## config.mk

```make
export PLATFORM = sky130hd
export DESIGN_NAME = etai_arbiter
export DESIGN_NICKNAME = d
export VERILOG_FILES = /design/src/rtl/etai_arbiter.sv
export SDC_FILE = /design/constraint.sdc
export NUM_CORES = 1
export LEC_CHECK = 0
export BUFFER_PORTS_ARGS = -buffer_cell sky130_fd_sc_hd__buf_2
export CORE_MARGIN = 2
export CORE_UTILIZATION = 40
export CTS_CLUSTER_SIZE = 8
export DETAILED_ROUTE_END_ITERATION = 8
export GPL_TIMING_DRIVEN = 0
export PLACE_DENSITY_LB_ADDON = 0.2
export SLEW_MARGIN = 25
export SYNTH_ARGS = -nofsm -noshare
export SYNTH_HDL_FRONTEND = slang
export SYNTH_SLANG_ARGS = --single-unit
```

## constraint.sdc

```tcl
create_clock -name clk -period 2.2 [get_ports clk]
set_input_delay 0.44 -clock clk [delete_from_list [all_inputs] [get_ports clk]]
set_output_delay 0.44 -clock clk [all_outputs]
set_load 0.005 [all_outputs]
```

## src/rtl/etai_arbiter.sv

```systemverilog
// Two-requester round-robin front end for a shared ETAI adder.
// Registers operands, captures the approximate sum and returns it.
module etai_arbiter #(
  parameter int N = 16
) (
  input  logic         clk,
  input  logic         rst_n,
  input  logic         req0_valid,
  output logic         req0_ready,
  input  logic [N-1:0] req0_x,
  input  logic [N-1:0] req0_y,
  input  logic         req1_valid,
  output logic         req1_ready,
  input  logic [N-1:0] req1_x,
  input  logic [N-1:0] req1_y,
  output logic [N-1:0] add_x,
  output logic [N-1:0] add_y,
  input  logic [N-1:0] add_s,
  input  logic         add_cout,
  output logic         rsp_valid,
  input  logic         rsp_ready,
  output logic         rsp_id,
  output logic [N-1:0] rsp_sum,
  output logic         rsp_cout,
  output logic         busy,
  output logic [15:0]  cnt0,
  output logic [15:0]  cnt1
);

  typedef enum logic [1:0] {
    IDLE,
    EXEC,
    RESP
  } state_e;

  state_e       state_q, state_d;
  logic         ptr_q, ptr_d;
  logic         id_q, id_d;
  logic [N-1:0] add_x_q, add_x_d;
  logic [N-1:0] add_y_q, add_y_d;
  logic [N-1:0] sum_q, sum_d;
  logic         cout_q, cout_d;
  logic [15:0]  cnt0_q, cnt0_d;
  logic [15:0]  cnt1_q, cnt1_d;
  logic         gnt;
  logic         acc;

  // Single requester wins outright; a tie goes to the pointer.
  always_comb begin
    gnt = ptr_q;
    unique case (1'b1)
      (req0_valid && !req1_valid): gnt = 1'b0;
      (!req0_valid && req1_valid): gnt = 1'b1;
      default:                     gnt = ptr_q;
    endcase
  end

  assign req0_ready = (state_q == IDLE) && req0_valid && !gnt;
  assign req1_ready = (state_q == IDLE) && req1_valid && gnt;
  assign acc        = req0_ready || req1_ready;

  always_comb begin
    state_d = state_q;
    ptr_d   = ptr_q;
    id_d    = id_q;
    add_x_d = add_x_q;
    add_y_d = add_y_q;
    sum_d   = sum_q;
    cout_d  = cout_q;
    cnt0_d  = cnt0_q;
    cnt1_d  = cnt1_q;
    unique case (state_q)
      IDLE: begin
        if (acc) begin
          state_d = EXEC;
          ptr_d   = ~gnt;
          id_d    = gnt;
          add_x_d = gnt ? req1_x : req0_x;
          add_y_d = gnt ? req1_y : req0_y;
        end
      end
      EXEC: begin
        state_d = RESP;
        sum_d   = add_s;
        cout_d  = add_cout;
      end
      RESP: begin
        if (rsp_ready) begin
          state_d = IDLE;
          if (id_q) cnt1_d = cnt1_q + 16'd1;
          else      cnt0_d = cnt0_q + 16'd1;
        end
      end
      default: state_d = IDLE;
    endcase
  end

  always_ff @(posedge clk or negedge rst_n) begin
    if (!rst_n) begin
      state_q <= IDLE;
      ptr_q   <= 1'b0;
      id_q    <= 1'b0;
      add_x_q <= '0;
      add_y_q <= '0;
      sum_q   <= '0;
      cout_q  <= 1'b0;
      cnt0_q  <= '0;
      cnt1_q  <= '0;
    end else begin
      state_q <= state_d;
      ptr_q   <= ptr_d;
      id_q    <= id_d;
      add_x_q <= add_x_d;
      add_y_q <= add_y_d;
      sum_q   <= sum_d;
      cout_q  <= cout_d;
      cnt0_q  <= cnt0_d;
      cnt1_q  <= cnt1_d;
    end
  end

  assign add_x     = add_x_q;
  assign add_y     = add_y_q;
  assign rsp_valid = (state_q == RESP);
  assign rsp_id    = id_q;
  assign rsp_sum   = sum_q;
  assign rsp_cout  = cout_q;
  assign busy      = (state_q != IDLE);
  assign cnt0      = cnt0_q;
  assign cnt1      = cnt1_q;

endmodule

```

==> impl_metrics.yaml, run 1 <==
outcome:
  outcome: "finished, final reports clean"
detailed_routing:
  ant_nets: 0
  routed_wl_mm: 8.08
  dr_total_vias: 2822
  first_pass_iters: 4
  wl_per_cell_microns: 13.3
  drt-initial-drc-count: 27
  viasPerCell: 4.66
  drc: 0
layout:
  nets: 562
  regArea_sq_mm: 0.00213
  fin_cells: 606
  layout-drive-gt1-share_pct: 55.3
  design_area_sq_mm: 0.00516
  syn2layout_area_growth_pct: 33.6
  final_core_util_pct: 55.3
  n_antenna_cell: 0
  n_fill_cell: 837
  multi_input_area_sq_mm: 0.00165
pwr:
  clkPwrFrac_pct: 20.4
  internal-power_w: 0.00407
  p_switching_w: 0.00175
  p_leak_nw: 2.59
  comb_power_share_pct: 37.5
  power_frac_seq_pct: 42.1
  powerDensity_mw_per_mm2: 1130
  sw_frac_of_total_pct: 30.1
  vdd_drop_max_mv: 0.490
critical_path:
  worstSetupPathType: "primary input to primary output"
  slowest_delay_ns: 0.33
  end_kind: "primary output"
  crit_family: "buffers and inverters"
  slowest_stage: "ha_1"
  worstPathArrival_ns: 1.62
  worstPathCellList: "buf_2, inv_1, ha_1, mux2i_4, buf_6, nand3b_1, inv_1, buf_2"
  start_kind: "primary input"
  rrSetupSlack_ns: 0.33
  path_buf_inv: 5
  worst-path-max-fanout: 3
  cp_data_required_time_ns: 1.76
logic_synthesis:
  synthCells: 287
  ys_ff_latch: 85
  yosysWarnings: 0
  synth_seq_area_share_pct: 55.0
  synth_nets: 376
  yosysUniqueCellTypes: 31
  syn_area_sq_mm: 0.00386
  syn_area_per_cell_sq_um: 13.5
clocking:
  clkSinkCount: 85
  cts_root_buf: "clkbuf_8"
  cts_buffer_depth: 2
  h-tree-depth: 3
  clk-insertion-delay-late_ns: 0.34
  cts_tree: "done"
  clkTransAtPathRegs_ns: 0.09
  cts_made_buffers: 9
sta:
  rsz0062_at_grt: "no"
  setup_viol: 0
  fmax_ghz: 0.485
  whs_ns: 0.323
  tightestPinTransition_ns: 0.661
  fin_skew_ns: 0.0103
  finalHoldViolCount: 0
  max_slew_margin_pct: 55.5
  period_needed_ns: 2.06
  fin_crit_sh_pct: 93.8
  tns_ns: 0
  report.final.slew_viol_count: 0
place:
  dp_cells: 588
  io_buffer_count: 171
  gp_congestion: 0.734
  placed_cell_area_sq_mm: 0.00492
  dpl.hpwl_mm: 6.18
grt:
  grt_use_met1_pct: 18.4
  use_met2_pct: 28.9
  antenna_found_initial: 0
  grt_util_all_layers_pct: 15.9
  grt_max_degree: 63
  grt-ovfl-total: 0
  globalRouteMet3Util_pct: 2.60
  top_usage_layer: "met2"
  grt_pass1_wl_mm: 13.0
  grt_pass1_vias: 2856
floorplanning:
  boundaryPins: 172
  initial_core_util_pct: 41.4
  die_area_sq_mm: 0.0105
  rows: 35
  fp.dieW_microns: 102
  core_sq_mm: 0.00933
  die_h_microns: 102
min_path:
  hp-class: "primary input to register"
flow_run:
  drv_cap: 0
[sequential cells by signal, indices dropped and copies added (netlist names)]
signal	count
rsp_id	1
cnt0	16
ptr_q	1
cnt1	16
add_x	16
rsp_cout	1
add_y	16
rsp_sum	16
state_q	2
[power groups by stage]
stage	registers [W]	logic, W	clock network (W)
6_report	0.00245	0.00218	0.00119
5_1_grt	0.00255	0.00240	0.00129
4_1_cts	0.00246	0.00223	0.00123
3_5_place_dp	0.00248	0.00221	0
3_3_place_gp	0.00247	0.00215	0
2_1_floorplan	0.00251	0.00122	0
[synthesized netlist by cell type]
library cell	n	share of area [%]
nand4b_1	1	0.23
ha_1	3	0.97
nand2b_1	3	0.49
nor2_1	11	1.1
o21ai_0	1	0.13
nor4_1	2	0.32
nor3_1	4	0.52
and4_1	1	0.23
inv_1	7	0.68
and3_1	2	0.32
or2_2	1	0.16
mux2i_1	1	0.26
buf_6	3	0.87
nand3b_2	1	0.29
xor2_1	8	1.8
xnor2_1	22	5.0
or4_4	1	0.29
nand3b_1	1	0.19
mux2_2	53	15
nand4_1	8	1.3
nor3b_1	1	0.19
mux2_1	21	6.1
mux2i_4	1	0.58
or3b_2	1	0.23
nor2_4	1	0.29
dfrtp_1	85	55
buf_2	5	0.65
mux2_4	8	3.1
clkbuf_1	1	0.097
nand2_1	19	1.8
nand3_1	10	1.3
[cell type report]
class,count,area share [%]
sequential,85,41.2
multi-input combinational,186,31.9
timing repair buffer,175,17.7
tap,129,3.13
clock buffer,11,2.74
clock inverter,4,1.41
buffer,9,1.36
inverter,7,0.509
[kinds of logic after synthesis]
group	after synthesis	share of synthesized area, %
flops	85	55.0
xor+xnor	30	6.80
mux	84	25.5
simple gates	68	9.26
fa+ha+maj	3	0.971
compound gates	1	0.129
buf+inv	16	2.30
[metrics by stage]
stage	total power, W	setup WS, ns
final	0.00582	0.137
after global routing	0.00624	0.0405
after CTS	0.00592	0.0186
after detailed placement	0.00469	-0.422
after global placement	0.00462	-0.381
after floorplan	0.00374	0.0129
[metal layers]
layer	up-vias	share of wire, %
met5	-	0
met4	0	2.2
met1	1354	41
met2	87	52
li1	1365	-
met3	16	4.6
[path summary, 6_finish.rpt]
kind / from / end / cells past startpoint
worst max-delay path: req0_valid / req1_ready / 8
worst min-delay path: add_s[12] / rsp_sum[12] / 2
worst max register to register: rsp_id / cnt1[13] / 5
worst min register to register: cnt1[15] / cnt1[15] / 1
max in group asynchronous: rst_n / add_x[14] / 3
min in group asynchronous: rst_n / cnt1[14] / 2
[what timing repair did]
action | in CTS | in global routing
hold buffers | 1 | 0
endpoints found under the hold margin | 23 | 0
setup buffers | 1 | 1
resized for setup | 2 | 2
endpoints found under the setup margin | 2 | 2
[placed cells by master (no fill, tap or decap), drive strengths merged, types with 3 or more instances in the layout]
cell type  synthesis  layout
buf                8     183
dfrtp             85      85
mux2              82      82
xnor2             22      22
nand2             19      19
nor2              12      12
clkbuf             1      11
nand3             10      10
nand4              8       8
xor2               8       8
inv                7       7
nor3               4       4
nand2b             3       3
ha                 3       3
No activity file was read; power rests on OpenSTA's default activity.
==> inputs of run 2 (changes only) <==
Settings changed: ABC_AREA set to 1.
==> run 2 against run 1 <==
Count of clock-buffer cells in the layout increased by 1. Sequential cell count unchanged. Via count increased by 34%. Cell area increased by 6.5%. Largest cell class unchanged. Highest routed layer unchanged.
==> impl_metrics.yaml, run 2 <==
floorplanning:
  core_sq_mm: 0.0103
  die_h_microns: 107
  die_area_sq_mm: 0.0114
  initial_core_util_pct: 41.0
  boundaryPins: 172
  rows: 37
  fp.dieW_microns: 107
pwr:
  p_leak_nw: 3.02
  vdd_drop_max_mv: 0.584
  powerDensity_mw_per_mm2: 1070
detailed_routing:
  ant_nets: 0
  dr_total_vias: 3788
  drc: 0
  routed_wl_mm: 10.2
  viasPerCell: 4.68
  wl_per_cell_microns: 12.5
  drt-initial-drc-count: 106
  first_pass_iters: 4
layout:
  multi_input_area_sq_mm: 0.00178
  n_antenna_cell: 0
  layout-drive-gt1-share_pct: 34.1
  mostFrequentLayoutCell: "buf_2"
  final_core_util_pct: 53.5
  nets: 760
  final_cell_mix: "buf_2 (176), nand2_1 (144), dfrtp_1 (85), inv_1 (61), nand3_1 (48)"
  n_fill_cell: 987
  regArea_sq_mm: 0.00213
  syn2layout_area_growth_pct: 30.5
logic_synthesis:
  synthFlopType: "dfrtp_1"
  syn_area_sq_mm: 0.00422
  syn_area_per_cell_sq_um: 8.69
  synth_area_leader_cell: "dfrtp_1"
  ys_ff_latch: 85
  synth.most_common_cell: "nand2_1"
  synth_edf_count: 0
  yosysTopAreaCellShare_pct: 50.5
  synthTopCellsByCount: "nand2_1 (145), dfrtp_1 (85), inv_1 (61), nand3_1 (48), o211ai_1 (32)"
  synth-async-reset-ratio_pct: 100
  synth_seq_area_share_pct: 50.5
  synthCells: 485
  synth.area.top_cells: "dfrtp_1 (50%), nand2_1 (13%), nand3_1 (5.7%), o211ai_1 (5.7%), inv_1 (5.4%)"
  yosysWarnings: 0
  yosysUniqueCellTypes: 27
  synth_nets: 574
critical_path:
  end_kind: "primary output"
  rr_worst_depth: 7
  worstPathCellList: "buf_2, inv_1, ha_1, nand2_1, nand4_4, inv_1, buf_2"
  start_kind: "primary input"
  worst-path-max-fanout: 9
  reg2reg_from: "ptr_q"
  rrSetupSlack_ns: 0.64
  r2r-end: "add_x[2]"
  worstPathArrival_ns: 1.49
  worstSetupPathType: "primary input to primary output"
  crit_family: "buffers and inverters"
  slowest_stage: "ha_1"
  path_buf_inv: 4
  slowest_delay_ns: 0.30
  cp_data_required_time_ns: 1.76
grt:
  grt_pass1_vias: 3689
  grt-ovfl-total: 0
  grt_util_all_layers_pct: 18.4
  grt_max_degree: 44
  grt_pass1_wl_mm: 16.7
  antenna_found_initial: 0
sta:
  fin_skew_ns: 0.00781
  rsz0062_at_grt: "no"
  tightestPinTransition_ns: 0.452
  max_slew_margin_pct: 69.9
  period_needed_ns: 1.93
  setup_viol: 0
  fmax_ghz: 0.519
  fin_crit_sh_pct: 87.5
  whs_ns: 0.317
  finalHoldViolCount: 0
  report.final.slew_viol_count: 0
clocking:
  cts_tree: "done"
  clk-insertion-delay-late_ns: 0.35
  cts_root_buf: "clkbuf_8"
  clkSinkCount: 85
  h-tree-depth: 3
  clkTransAtPathRegs_ns: 0.08
  cts_buffer_depth: 2
  cts_made_buffers: 9
min_path:
  hp-class: "primary input to register"
  whs_endpoint: "rsp_sum[4]"
  holdPathStages: 2
  worstHoldStart: "add_s[4]"
place:
  gp_congestion: 0.801
  dpl.hpwl_mm: 7.92
  io_buffer_count: 171
flow_run:
  drv_cap: 0
outcome:
  outcome: "finished, final reports clean"
==> run 2: cell types whose count changed after synthesis, moves of 4 or more <==
cell / before / now
nand2_1: 19 / 145
mux2_1: 21 / 0
mux2_2: 53 / 17
nor2_1: 11 / 27
mux2_4: 8 / 0
nand3_1: 10 / 48
inv_1: 7 / 61
xnor2_1: 22 / 8
o211ai_1: 0 / 32
buf_4: 0 / 4
==> run 2: kinds of logic after synthesis <==
logic type               share of synthesized area, %
AO/OA/AOI/OAI                                    6.35
AND/OR/NAND/NOR                                  26.4
XOR/XNOR                                         3.74
multiplexers                                     4.54
adder cells (fa/ha/maj)                         0.891
buffers and inverters                            7.60
flip-flops                                       50.5
==> run 2: metal layers <==
layer,share of wire [%],vias up,track usage [%],wire length (microns)
li1,-,1925,-,-
met1,43,1730,21.6,4320
met2,49,115,32.6,5020
met3,6.1,18,3.77,616
met4,2.0,0,7.88,198
met5,0,-,0,0
==> run 2: worst register-to-register path, stage by stage (launching register included) <==
cell	delay, ns
dfrtp_1	0.39
nand2_1	0.14
nand2_2	0.10
nand3_4	0.11
buf_4	0.17
buf_1	0.37
nand3_1	0.14
nand2_1	0.09
==> run 2: per-stage QoR <==
| stage | cell area [sq um] | instances | power, W | TNS [ns] | worst slack, ns |
|---|---|---|---|---|---|
| 5_1_grt | 5500 | 810 | 0.00639 | 0 | 0.149 |
| 2_1_floorplan | 4220 | 485 | 0.00379 | 0 | 0.384 |
| 4_1_cts | 5480 | 808 | 0.00600 | 0 | 0.00629 |
| 6_report | 5500 | 810 | 0.00591 | 0 | 0.274 |
| 3_5_place_dp | 5270 | 793 | 0.00481 | -0.0835 | -0.0835 |
| 3_3_place_gp | 5240 | 792 | 0.00474 | -0.202 | -0.0400 |
==> run 2: how the worst max path moves through the flow <==
| stage | slack, ns | cells after the start | start | to |
|---|---|---|---|---|
| after detailed placement | -0.08 | 10 | req0_valid | req1_ready |
| after global placement | -0.04 | 10 | req0_valid | req1_ready |
| after floorplan | 0.38 | 8 | req0_valid | req1_ready |
| final | 0.27 | 7 | req0_valid | req0_ready |
| after CTS | 0.006 | 10 | req0_valid | req1_ready |
| after global routing | 0.15 | 8 | req0_valid | req0_ready |
==> run 2: area by class of cell <==
cell class | instances | share of cell area, %
inverter | 62 | 4.23
clock buffer | 12 | 2.46
clock inverter | 2 | 1.09
timing repair buffer | 176 | 16.6
multi-input combinational | 321 | 32.3
buffer | 16 | 1.50
tap | 136 | 3.09
sequential | 85 | 38.7
==> run 2: repair_timing <==
| action | 4_1_cts | 5_1_grt |
|---|---|---|
| hold buffers | 1 | 0 |
| setup buffers | 0 | 3 |
| pin swaps | 0 | 1 |
| resized for setup | 2 | 1 |
| setup endpoints to repair | 1 | 1 |
| endpoints found under the hold margin | 7 | 0 |
==> run 2: report_power, final <==
part           switching [W]  internal [W]
logic                0.00119       0.00108
registers           0.000372       0.00213
clock network       0.000512      0.000629
total                0.00207       0.00384
